===== src/rtl/button_pio_pkg.sv =====
// rtl/button_pio_pkg.sv - register map and parameter encodings for the button input PIO
package button_pio_pkg;

  localparam logic [1:0] ADDR_DATA = 2'd0;
  localparam logic [1:0] ADDR_MASK = 2'd2;
  localparam logic [1:0] ADDR_EDGE = 2'd3;

  localparam int EDGE_RISE = 0;
  localparam int EDGE_FALL = 1;
  localparam int EDGE_ANY  = 2;

  localparam int IRQ_LEVEL = 0;
  localparam int IRQ_EDGE  = 1;

endpackage


===== src/rtl/button_pio_if.sv =====
// rtl/button_pio_if.sv - Avalon-MM slave port s1 plus interrupt line
interface button_pio_if #(
  parameter int DATA_WIDTH = 8
);

  logic [1:0]            address;
  logic                  chipselect;
  logic                  write_n;
  logic [DATA_WIDTH-1:0] writedata;
  logic [DATA_WIDTH-1:0] readdata;
  logic                  irq;

  modport master (
    output address, chipselect, write_n, writedata,
    input  readdata, irq
  );

  modport slave (
    input  address, chipselect, write_n, writedata,
    output readdata, irq
  );

endinterface


===== src/rtl/pio_in_sync.sv =====
// rtl/pio_in_sync.sv - multi-stage synchronizer bringing asynchronous inputs into clk
module pio_in_sync #(
  parameter int DATA_WIDTH  = 8,
  parameter int SYNC_STAGES = 2
) (
  input  logic                  clk,
  input  logic                  reset,
  input  logic [DATA_WIDTH-1:0] din,
  output logic [DATA_WIDTH-1:0] dout
);

  logic [DATA_WIDTH-1:0] stage [SYNC_STAGES];

  always_ff @(posedge clk) begin
    if (reset) begin
      for (int i = 0; i < SYNC_STAGES; i++) begin
        stage[i] <= '0;
      end
    end else begin
      stage[0] <= din;
      for (int i = 1; i < SYNC_STAGES; i++) begin
        stage[i] <= stage[i-1];
      end
    end
  end

  assign dout = stage[SYNC_STAGES-1];

endmodule


===== src/rtl/button_pio.sv =====
// rtl/button_pio.sv - input PIO with per-bit edge capture, interrupt mask and irq
module button_pio
  import button_pio_pkg::*;
#(
  parameter int DATA_WIDTH  = 8,
  parameter int SYNC_STAGES = 2,
  parameter int EDGE_TYPE   = EDGE_RISE,
  parameter int IRQ_TYPE    = IRQ_EDGE
) (
  input  logic                  clk,
  input  logic                  reset,
  input  logic [DATA_WIDTH-1:0] in_port,
  button_pio_if.slave           s1
);

  logic [DATA_WIDTH-1:0] sync;
  logic [DATA_WIDTH-1:0] sync_d;
  logic [DATA_WIDTH-1:0] edge_hit;
  logic [DATA_WIDTH-1:0] irq_mask;
  logic [DATA_WIDTH-1:0] edge_cap;
  logic [DATA_WIDTH-1:0] edge_clr;
  logic [DATA_WIDTH-1:0] rd_next;
  logic [DATA_WIDTH-1:0] rd_q;
  logic                  irq_next;
  logic                  irq_q;
  logic                  wr;

  pio_in_sync #(
    .DATA_WIDTH  (DATA_WIDTH),
    .SYNC_STAGES (SYNC_STAGES)
  ) u_sync (
    .clk   (clk),
    .reset (reset),
    .din   (in_port),
    .dout  (sync)
  );

  assign wr = s1.chipselect && !s1.write_n;

  always_comb begin
    edge_hit = sync & ~sync_d;
    case (EDGE_TYPE)
      EDGE_FALL: edge_hit = ~sync & sync_d;
      EDGE_ANY:  edge_hit = sync ^ sync_d;
      default:   edge_hit = sync & ~sync_d;
    endcase
  end

  always_comb begin
    edge_clr = '0;
    if (wr && s1.address == ADDR_EDGE) begin
      edge_clr = s1.writedata;
    end
  end

  // Read mux ignores chipselect: readdata simply tracks address one cycle later.
  always_comb begin
    rd_next = '0;
    case (s1.address)
      ADDR_DATA: rd_next = sync;
      ADDR_MASK: rd_next = irq_mask;
      ADDR_EDGE: rd_next = edge_cap;
      default:   rd_next = '0;
    endcase
  end

  always_comb begin
    if (IRQ_TYPE == IRQ_LEVEL) begin
      irq_next = |(sync & irq_mask);
    end else begin
      irq_next = |(edge_cap & irq_mask);
    end
  end

  always_ff @(posedge clk) begin
    if (reset) begin
      sync_d   <= '0;
      irq_mask <= '0;
      edge_cap <= '0;
      rd_q     <= '0;
      irq_q    <= 1'b0;
    end else begin
      sync_d <= sync;
      if (wr && s1.address == ADDR_MASK) begin
        irq_mask <= s1.writedata;
      end
      // Set has priority over clear so an edge coinciding with an ack is not lost.
      edge_cap <= edge_hit | (edge_cap & ~edge_clr);
      rd_q     <= rd_next;
      irq_q    <= irq_next;
    end
  end

  assign s1.readdata = rd_q;
  assign s1.irq      = irq_q;

endmodule


===== src/flat_wrapper.sv =====
// flat-port wrapper written by rule: the top's interface ports become plain ports
module button_pio_flat import button_pio_pkg::*;
#(
  parameter int DATA_WIDTH  = 8,
  parameter int SYNC_STAGES = 2,
  parameter int EDGE_TYPE   = EDGE_RISE,
  parameter int IRQ_TYPE    = IRQ_EDGE
)
  (clk, reset, in_port, s1_address, s1_chipselect, s1_write_n, s1_writedata, s1_readdata, s1_irq);
  button_pio_if #(.DATA_WIDTH(DATA_WIDTH)) s1_i ();
  input  logic clk;
  input  logic reset;
  input  logic [DATA_WIDTH-1:0] in_port;
  input wire logic [$bits(s1_i.address)-1:0] s1_address;
  input wire logic [$bits(s1_i.chipselect)-1:0] s1_chipselect;
  input wire logic [$bits(s1_i.write_n)-1:0] s1_write_n;
  input wire logic [$bits(s1_i.writedata)-1:0] s1_writedata;
  output wire logic [$bits(s1_i.readdata)-1:0] s1_readdata;
  output wire logic [$bits(s1_i.irq)-1:0] s1_irq;
  assign s1_i.address = s1_address;
  assign s1_i.chipselect = s1_chipselect;
  assign s1_i.write_n = s1_write_n;
  assign s1_i.writedata = s1_writedata;
  assign s1_readdata = s1_i.readdata;
  assign s1_irq = s1_i.irq;
  button_pio #(.DATA_WIDTH(DATA_WIDTH), .SYNC_STAGES(SYNC_STAGES), .EDGE_TYPE(EDGE_TYPE), .IRQ_TYPE(IRQ_TYPE)) u_core (.clk(clk), .reset(reset), .in_port(in_port), .s1(s1_i));
endmodule

===== config.mk =====
export PLATFORM = sky130hd
export DESIGN_NAME = button_pio_flat
export DESIGN_NICKNAME = d
export VERILOG_FILES = /design/src/rtl/button_pio_pkg.sv /design/src/rtl/button_pio_if.sv /design/src/rtl/pio_in_sync.sv /design/src/rtl/button_pio.sv /design/src/flat_wrapper.sv
export SDC_FILE = /design/constraint.sdc
export NUM_CORES = 1
export LEC_CHECK = 0
export ABC_AREA = 1
export CAP_MARGIN = 20
export CORE_MARGIN = 5
export CORE_UTILIZATION = 40
export CTS_CLUSTER_SIZE = 28
export DETAILED_ROUTE_END_ITERATION = 8
export PLACE_DENSITY = 0.71
export SKIP_LAST_GASP = 1
export SLEW_MARGIN = 10
export SYNTH_ARGS = -nofsm -noshare
export SYNTH_HDL_FRONTEND = slang
export SYNTH_SLANG_ARGS = --single-unit

===== constraint.sdc =====
create_clock -name clk -period 1 [get_ports clk]
set_clock_uncertainty 0.2 [all_clocks]
set_input_delay 0.1 -clock clk [delete_from_list [all_inputs] [get_ports clk]]
set_output_delay 0.1 -clock clk [all_outputs]
set_load 0.1 [all_outputs]

==> flow_summary.yaml, run 1 <==
timing:
  finalMaxSlewViolations: 0
  period_share_pct: 111
  setup_viol: 9
  tns_ps: -952
  worst_slew_pin_slew_ps: 174
  min_period_ps: 1110
  slew_headroom_pct: 88.4
  timing.final.ws_setup_ps: -112
  rsz0062_at_grt: "true"
  hold_viol_final: 0
  max_freq_mhz: 899
cts:
  postCtsSetupBuffers: 0
  numClockSinks: 49
  cts_tree: "yes"
  cts_buffers: 5
  cts_root_buf: "clkbuf_8"
  hold_buffers: 0
  clkSlewWorstSetupHoldPaths_ps: 80
  insertion_delay_ps: 290
  cts_buffer_depth: 2
  htree_levels: 2
synth:
  synth_cell_type_count: 17
  synth-seq-area-share_pct: 50.4
  synthCells: 259
  syn_nets: 281
  yosys_warnings: 0
  ys_seq_elements: 49
  syn-cell-area_sq_um: 1950
  synth.avg_cell_area_sq_um: 7.52
grt:
  grt_max_degree: 25
  grt_pass1_wl_mm: 6.24
  grt_pass1_vias: 1416
  grt_use_total_pct: 12.8
  overflow: 0
  antenna_found_initial: 0
routing:
  drtIter0Drc: 88
  wirelength_mm: 3.66
  firstDrtPassIters: 4
  drc: 0
  via_per_inst: 4.20
  wire_per_inst_microns: 9.96
  num_vias: 1544
  ant_nets: 0
worst_setup_path:
  required_ps: 700
  cp_slowest_cell: "dfxtp_2"
  critical_path_class: "register to output pin"
  arrival_ps: 810
  crit_fanout: 1
  cp.buffers_inverters: 1
  cp-end-kind: "output pin"
  critPathMaxStageDelay_ps: 350
  start_kind: "register"
  worstPathCellList: "buf_12"
  crit_family: "flip-flops"
floorplan:
  io-pin-count: 31
  initial_core_util_pct: 41.2
  die_h_microns: 79.8
  die_w_microns: 79.8
  rows: 25
  fp.coreArea_sq_um: 4720
  dieArea_sq_um: 6360
placed_design:
  port_buffers: 30
  hpwlAfterDp_mm: 2.57
  gp_congestion: 0.830
run_status:
  failed_checks: "setup timing"
  status: "finished with violations"
min_path:
  hold_class: "input pin to register"
power_and_ir_drop:
  power.density_nw_per_um2: 1400
  p_leak_uw: 0.00126
  ir_worst_vdd_mv: 0.821
layout:
  layout-drive-gt1-share_pct: 21.6
  area_delta_synth_final_pct: 33.4
  diodes: 0
  postLayoutCoreUtil_pct: 55.0
  finalNetCount: 322
  fill_cells: 451
run:
  drv_cap: 0
## registers in the layout (all words and copies together), names as in the netlist
| signal | count |
|---|---|
| u_core.u_sync.stage | 16 |
| u_core.edge_cap | 8 |
| u_core.irq_mask | 8 |
| u_core.s1.readdata | 8 |
| u_core.sync_d | 8 |
| u_core.s1.irq | 1 |
## worst reg2reg max path: stages (launching register included)
cell and delay (ps):
dfxtp_1 340, nand2_1 60, nand2_1 40, nor2_1 130
a21oi_1 80
## synthesized netlist by cell type
library cell,count,area share [%]
nand2_1,64,12
inv_1,51,9.8
dfxtp_1,49,50
nand3_1,32,8.2
nor2_1,32,6.2
nor2_2,12,3.9
nand2_4,5,2.9
buf_2,3,0.77
inv_4,2,0.64
nand2_2,2,0.64
a21oi_1,1,0.26
buf_12,1,1.0
buf_4,1,0.39
buf_6,1,0.58
buf_8,1,0.77
clkbuf_1,1,0.19
nor2_8,1,1.0
## cell type report
cell class	count	area [sq um]	area share, %
flip-flops and latches	49	998	38.5
multi-input cells	149	689	26.6
repair buffers	42	541	20.8
inverters	53	204	7.86
well taps	67	83.8	3.23
clock buffers	8	80.1	3.08
## kinds of logic (layout without fill, tap and decap cells)
group	after synthesis	in the layout	share of synthesized area [%]
AND/OR/NAND/NOR	148	148	35.2
buffers and inverters	61	103	14.2
flip-flops	49	49	50.4
AO/OA/AOI/OAI	1	1	0.257
## power breakdown
part	internal (uW)	leakage, uW	switching (uW)
clock	498	0.0000395	597
sequential	2030	0.000408	43.4
combinational	219	0.000817	258
total	2750	0.00126	898
## layer usage
layer  part of all wire [%]  routed length [microns]  vias to the layer above  track usage, %
li1                       -                        -                      836               -
met1                     47                     1710                      668            16.4
met2                     48                     1760                       38            20.1
met3                    4.7                      171                        2            3.84
met4                   0.74                       27                        0            5.24
met5                      0                        0                        -               0
## cells in the final DEF (no fill, tap or decap)
cell type,instances
clkbuf_8,5
clkbuf_1,3
buf_6,1
nand3_1,32
dfxtp_2,14
inv_4,2
buf_12,13
a21oi_1,1
nor2_1,32
nand2_1,64
inv_1,50
clkbuf_2,2
dfxtp_1,35
buf_4,6
clkdlybuf4s50_1,16
inv_2,1
nand2_4,5
dlygate4sd2_1,3
nand2_2,2
buf_16,1
nor2_8,1
nor2_2,12
## path summary, 6_finish.rpt
| path | startpoint | depth (start not counted) | to | slack, ps |
|---|---|---|---|---|
| max reg2reg | u_core.irq_mask[1]$_SDFFE_PP0P_ | 4 | u_core.s1.irq$_SDFF_PP0_ | 30 |
| min reg2reg | u_core.u_sync.stage[0][2]$_SDFF_PP0_ | 2 | u_core.u_sync.stage[0][10]$_SDFF_PP0_ | 200 |
| min | in_port[4] | 3 | u_core.u_sync.stage[0][4]$_SDFF_PP0_ | 120 |
| max | u_core.s1.readdata[7]$_SDFF_PP0_ | 1 | s1_readdata[7] | -110 |
## per-stage QoR
step           area, sq um  hold slack [ps]  worst slack, ps  cells  total power, uW
4_1_cts               2600              106             -124    368             3690
3_3_place_gp          2490              189             -550    359             2590
6_report              2600              116             -112    368             3650
5_1_grt               2600              109             -153    368             3830
2_1_floorplan         1960             6.97             46.8    259             2380
3_5_place_dp          2490              197             -570    359             2600
## what timing repair did
| item | 4_1_cts | 5_1_grt |
|---|---|---|
| endpoints found under the setup margin | 33 | 30 |
| gates cloned | 1 | 0 |
| pin swaps | 2 | 1 |
| resized for setup | 9 | 8 |
Power figures use the tool's default switching activity.
==> inputs of run 2 (changes only) <==
--- a/config.mk
+++ b/config.mk
@@ -10,4 +10,5 @@
 export CORE_MARGIN = 5
 export CORE_UTILIZATION = 40
+export CTS_BUF_LIST = sky130_fd_sc_hd__clkbuf_16
 export CTS_CLUSTER_SIZE = 28
 export DETAILED_ROUTE_END_ITERATION = 8
==> constraint.sdc (replaced) <==
create_clock -name clk -period 1 [get_ports clk]
set_clock_uncertainty 0.2 [all_clocks]
set_input_delay 0.1 -clock clk [delete_from_list [all_inputs] [get_ports clk]]
set_output_delay 0.1 -clock clk [all_outputs]
set_load 0.02 [all_outputs]
==> run 2 against run 1 <==
The flow still finishes with violations (setup timing). Power up 18%. Sequential power about the same. Highest routed layer unchanged. Global-route usage up 0.15 points. First-iteration DRC count down 3.4%. Combinational power down 16%. Critical path depth unchanged.
==> flow_summary.yaml, run 2 (synthesized netlist as in run 1, its figures left out) <==
floorplan:
  rows: 25
  die_h_microns: 79.8
  dieArea_sq_um: 6360
  io-pin-count: 31
  die_w_microns: 79.8
  fp.coreArea_sq_um: 4720
  initial_core_util_pct: 41.2
routing:
  drt-met1-wl_mm: 1.63
  wirelength_mm: 3.75
  via_per_inst: 4.29
  wire_per_inst_microns: 10.2
  wl_met3_microns: 258
  num_vias: 1582
  drtIter0Drc: 85
  dr_wl_met2_mm: 1.78
  drc: 0
  ant_nets: 0
  firstDrtPassIters: 4
  highest_layer: "met4"
power_and_ir_drop:
  power.density_nw_per_um2: 1640
  ir_worst_vdd_mv: 0.980
  power_uw: 4300
  p_leak_uw: 0.00129
  seqPwrFrac_pct: 48.3
  p_sw_uw: 903
  p_comb_share_pct: 9.4
  switching_share_pct: 21.0
  pwr-share-clk_pct: 42.3
  p_int_uw: 3400
placed_design:
  port_buffers: 30
  post-place-ws_ps: -550
  gp_congestion: 0.798
  hpwlAfterDp_mm: 2.62
grt:
  antenna_found_initial: 0
  grt_pass1_wl_mm: 6.33
  grt_use_total_pct: 13.0
  grt_max_degree: 25
  grt_pass1_vias: 1438
  overflow: 0
cts:
  cts_buffers: 5
  cts_tree: "yes"
  postCtsSetupBuffers: 0
  hold_buffers: 0
  cts_buffer_depth: 2
  insertion_delay_ps: 280
  htree_levels: 2
  clkSlewWorstSetupHoldPaths_ps: 60
  cts_root_buf: "clkbuf_16"
  numClockSinks: 49
worst_setup_path:
  required_ps: 700
  ff2ff_setup_slack_ps: 40
  crit_fanout: 1
  critPathMaxStageDelay_ps: 320
  r2r-end: "u_core.s1.irq$_SDFF_PP0_"
  cp_slowest_cell: "dfxtp_2"
  worstPathCellList: "buf_6"
  arrival_ps: 730
  start_kind: "register"
  critical_path_class: "register to output pin"
  worst_r2r_path_depth: 4
  reg2reg_from: "u_core.irq_mask[0]$_SDFFE_PP0P_"
  crit_family: "flip-flops"
  cp.buffers_inverters: 1
  cp-end-kind: "output pin"
layout:
  fill_cells: 448
  largest_reg_flops: 16
  finalNetCount: 324
  seq_area_sq_um: 1000
  top_register: "u_core.u_sync.stage"
  area_delta_synth_final_pct: 34.7
  layout_common_cells: "nand2_1 (62), inv_1 (50), nand3_1 (32)"
  layout-drive-gt1-share_pct: 24.8
  mostFrequentLayoutCell: "nand2_1"
  multi_input_area_sq_um: 704
  diodes: 0
timing:
  finalMaxSlewViolations: 0
  max_freq_mhz: 971
  timing.final.ws_setup_ps: -29.8
  min_period_ps: 1030
  rsz0062_at_grt: "true"
  hold_slack_ps: 123
  slew_headroom_pct: 88.0
  period_share_pct: 103
  hold_viol_final: 0
  setup_viol: 9
  worst_slew_pin_slew_ps: 180
run:
  drv_cap: 0
min_path:
  min_from: "in_port[0]"
  hold_class: "input pin to register"
  worstHoldPathCells: 3
  holdPathEnd: "u_core.u_sync.stage[0][0]$_SDFF_PP0_"
run_status:
  status: "finished with violations"
  failed_checks: "setup timing"
## run 2: metal layers
metal | track usage [%] | vias to the layer above
li1 | - | 842
met1 | 15.1 | 681
met2 | 21.4 | 53
met3 | 4.06 | 6
met4 | 6.42 | 0
met5 | 0 | -
## run 2: worst max-delay path by stage
stage                                                  end  slack [ps]                     start  depth (start not counted)
after detailed placement  u_core.s1.readdata[2]$_SDFF_PP0_        -550             s1_address[1]                          8
after global placement    u_core.s1.readdata[1]$_SDFF_PP0_        -530             s1_address[1]                          8
after floorplan            u_core.irq_mask[3]$_SDFFE_PP0P_          50                s1_write_n                          7
after CTS                                           s1_irq         -80  u_core.s1.irq$_SDFF_PP0_                          1
final                                               s1_irq         -30  u_core.s1.irq$_SDFF_PP0_                          1
after global routing                                s1_irq         -50  u_core.s1.irq$_SDFF_PP0_                          1
## run 2: area by class of cell
cell class / instances / area share (%)
clock buffers: 5 / 4.77
multi-input cells: 149 / 26.9
flip-flops and latches: 49 / 38.3
well taps: 67 / 3.20
inverters: 53 / 7.87
repair buffers: 44 / 17.7
clock inverters: 2 / 1.34
## run 2: through the flow
stage               cell area [sq um]  TNS (ps)  std cells  utilization [%]
finish                           2620      -151        369             55.5
global route                     2620      -330        369             55.5
CTS                              2570      -267        369             54.5
detailed placement               2400    -18730        362             50.8
global placement                 2400    -18250        362             50.8
floorplan                        1950         0        259                -
## run 2: what timing repair did
action / 4_1_cts / 5_1_grt
pin swaps: 0 / 2
setup endpoints to repair: 33 / 24
cloned: 0 / 0
resized for setup: 67 / 22
## run 2: power groups by stage
stage | clock network, uW | registers [uW] | logic [uW]
after global routing | 1960 | 2090 | 444
after detailed placement | 0 | 2110 | 395
final | 1820 | 2080 | 402
after CTS | 1870 | 2070 | 394
after floorplan | 0 | 2120 | 201
after global placement | 0 | 2110 | 388
## run 2: tightest hold or removal path: stages
cell	delay, ps
clkdlybuf4s50_1	390
inv_1	50
nor2_1	30
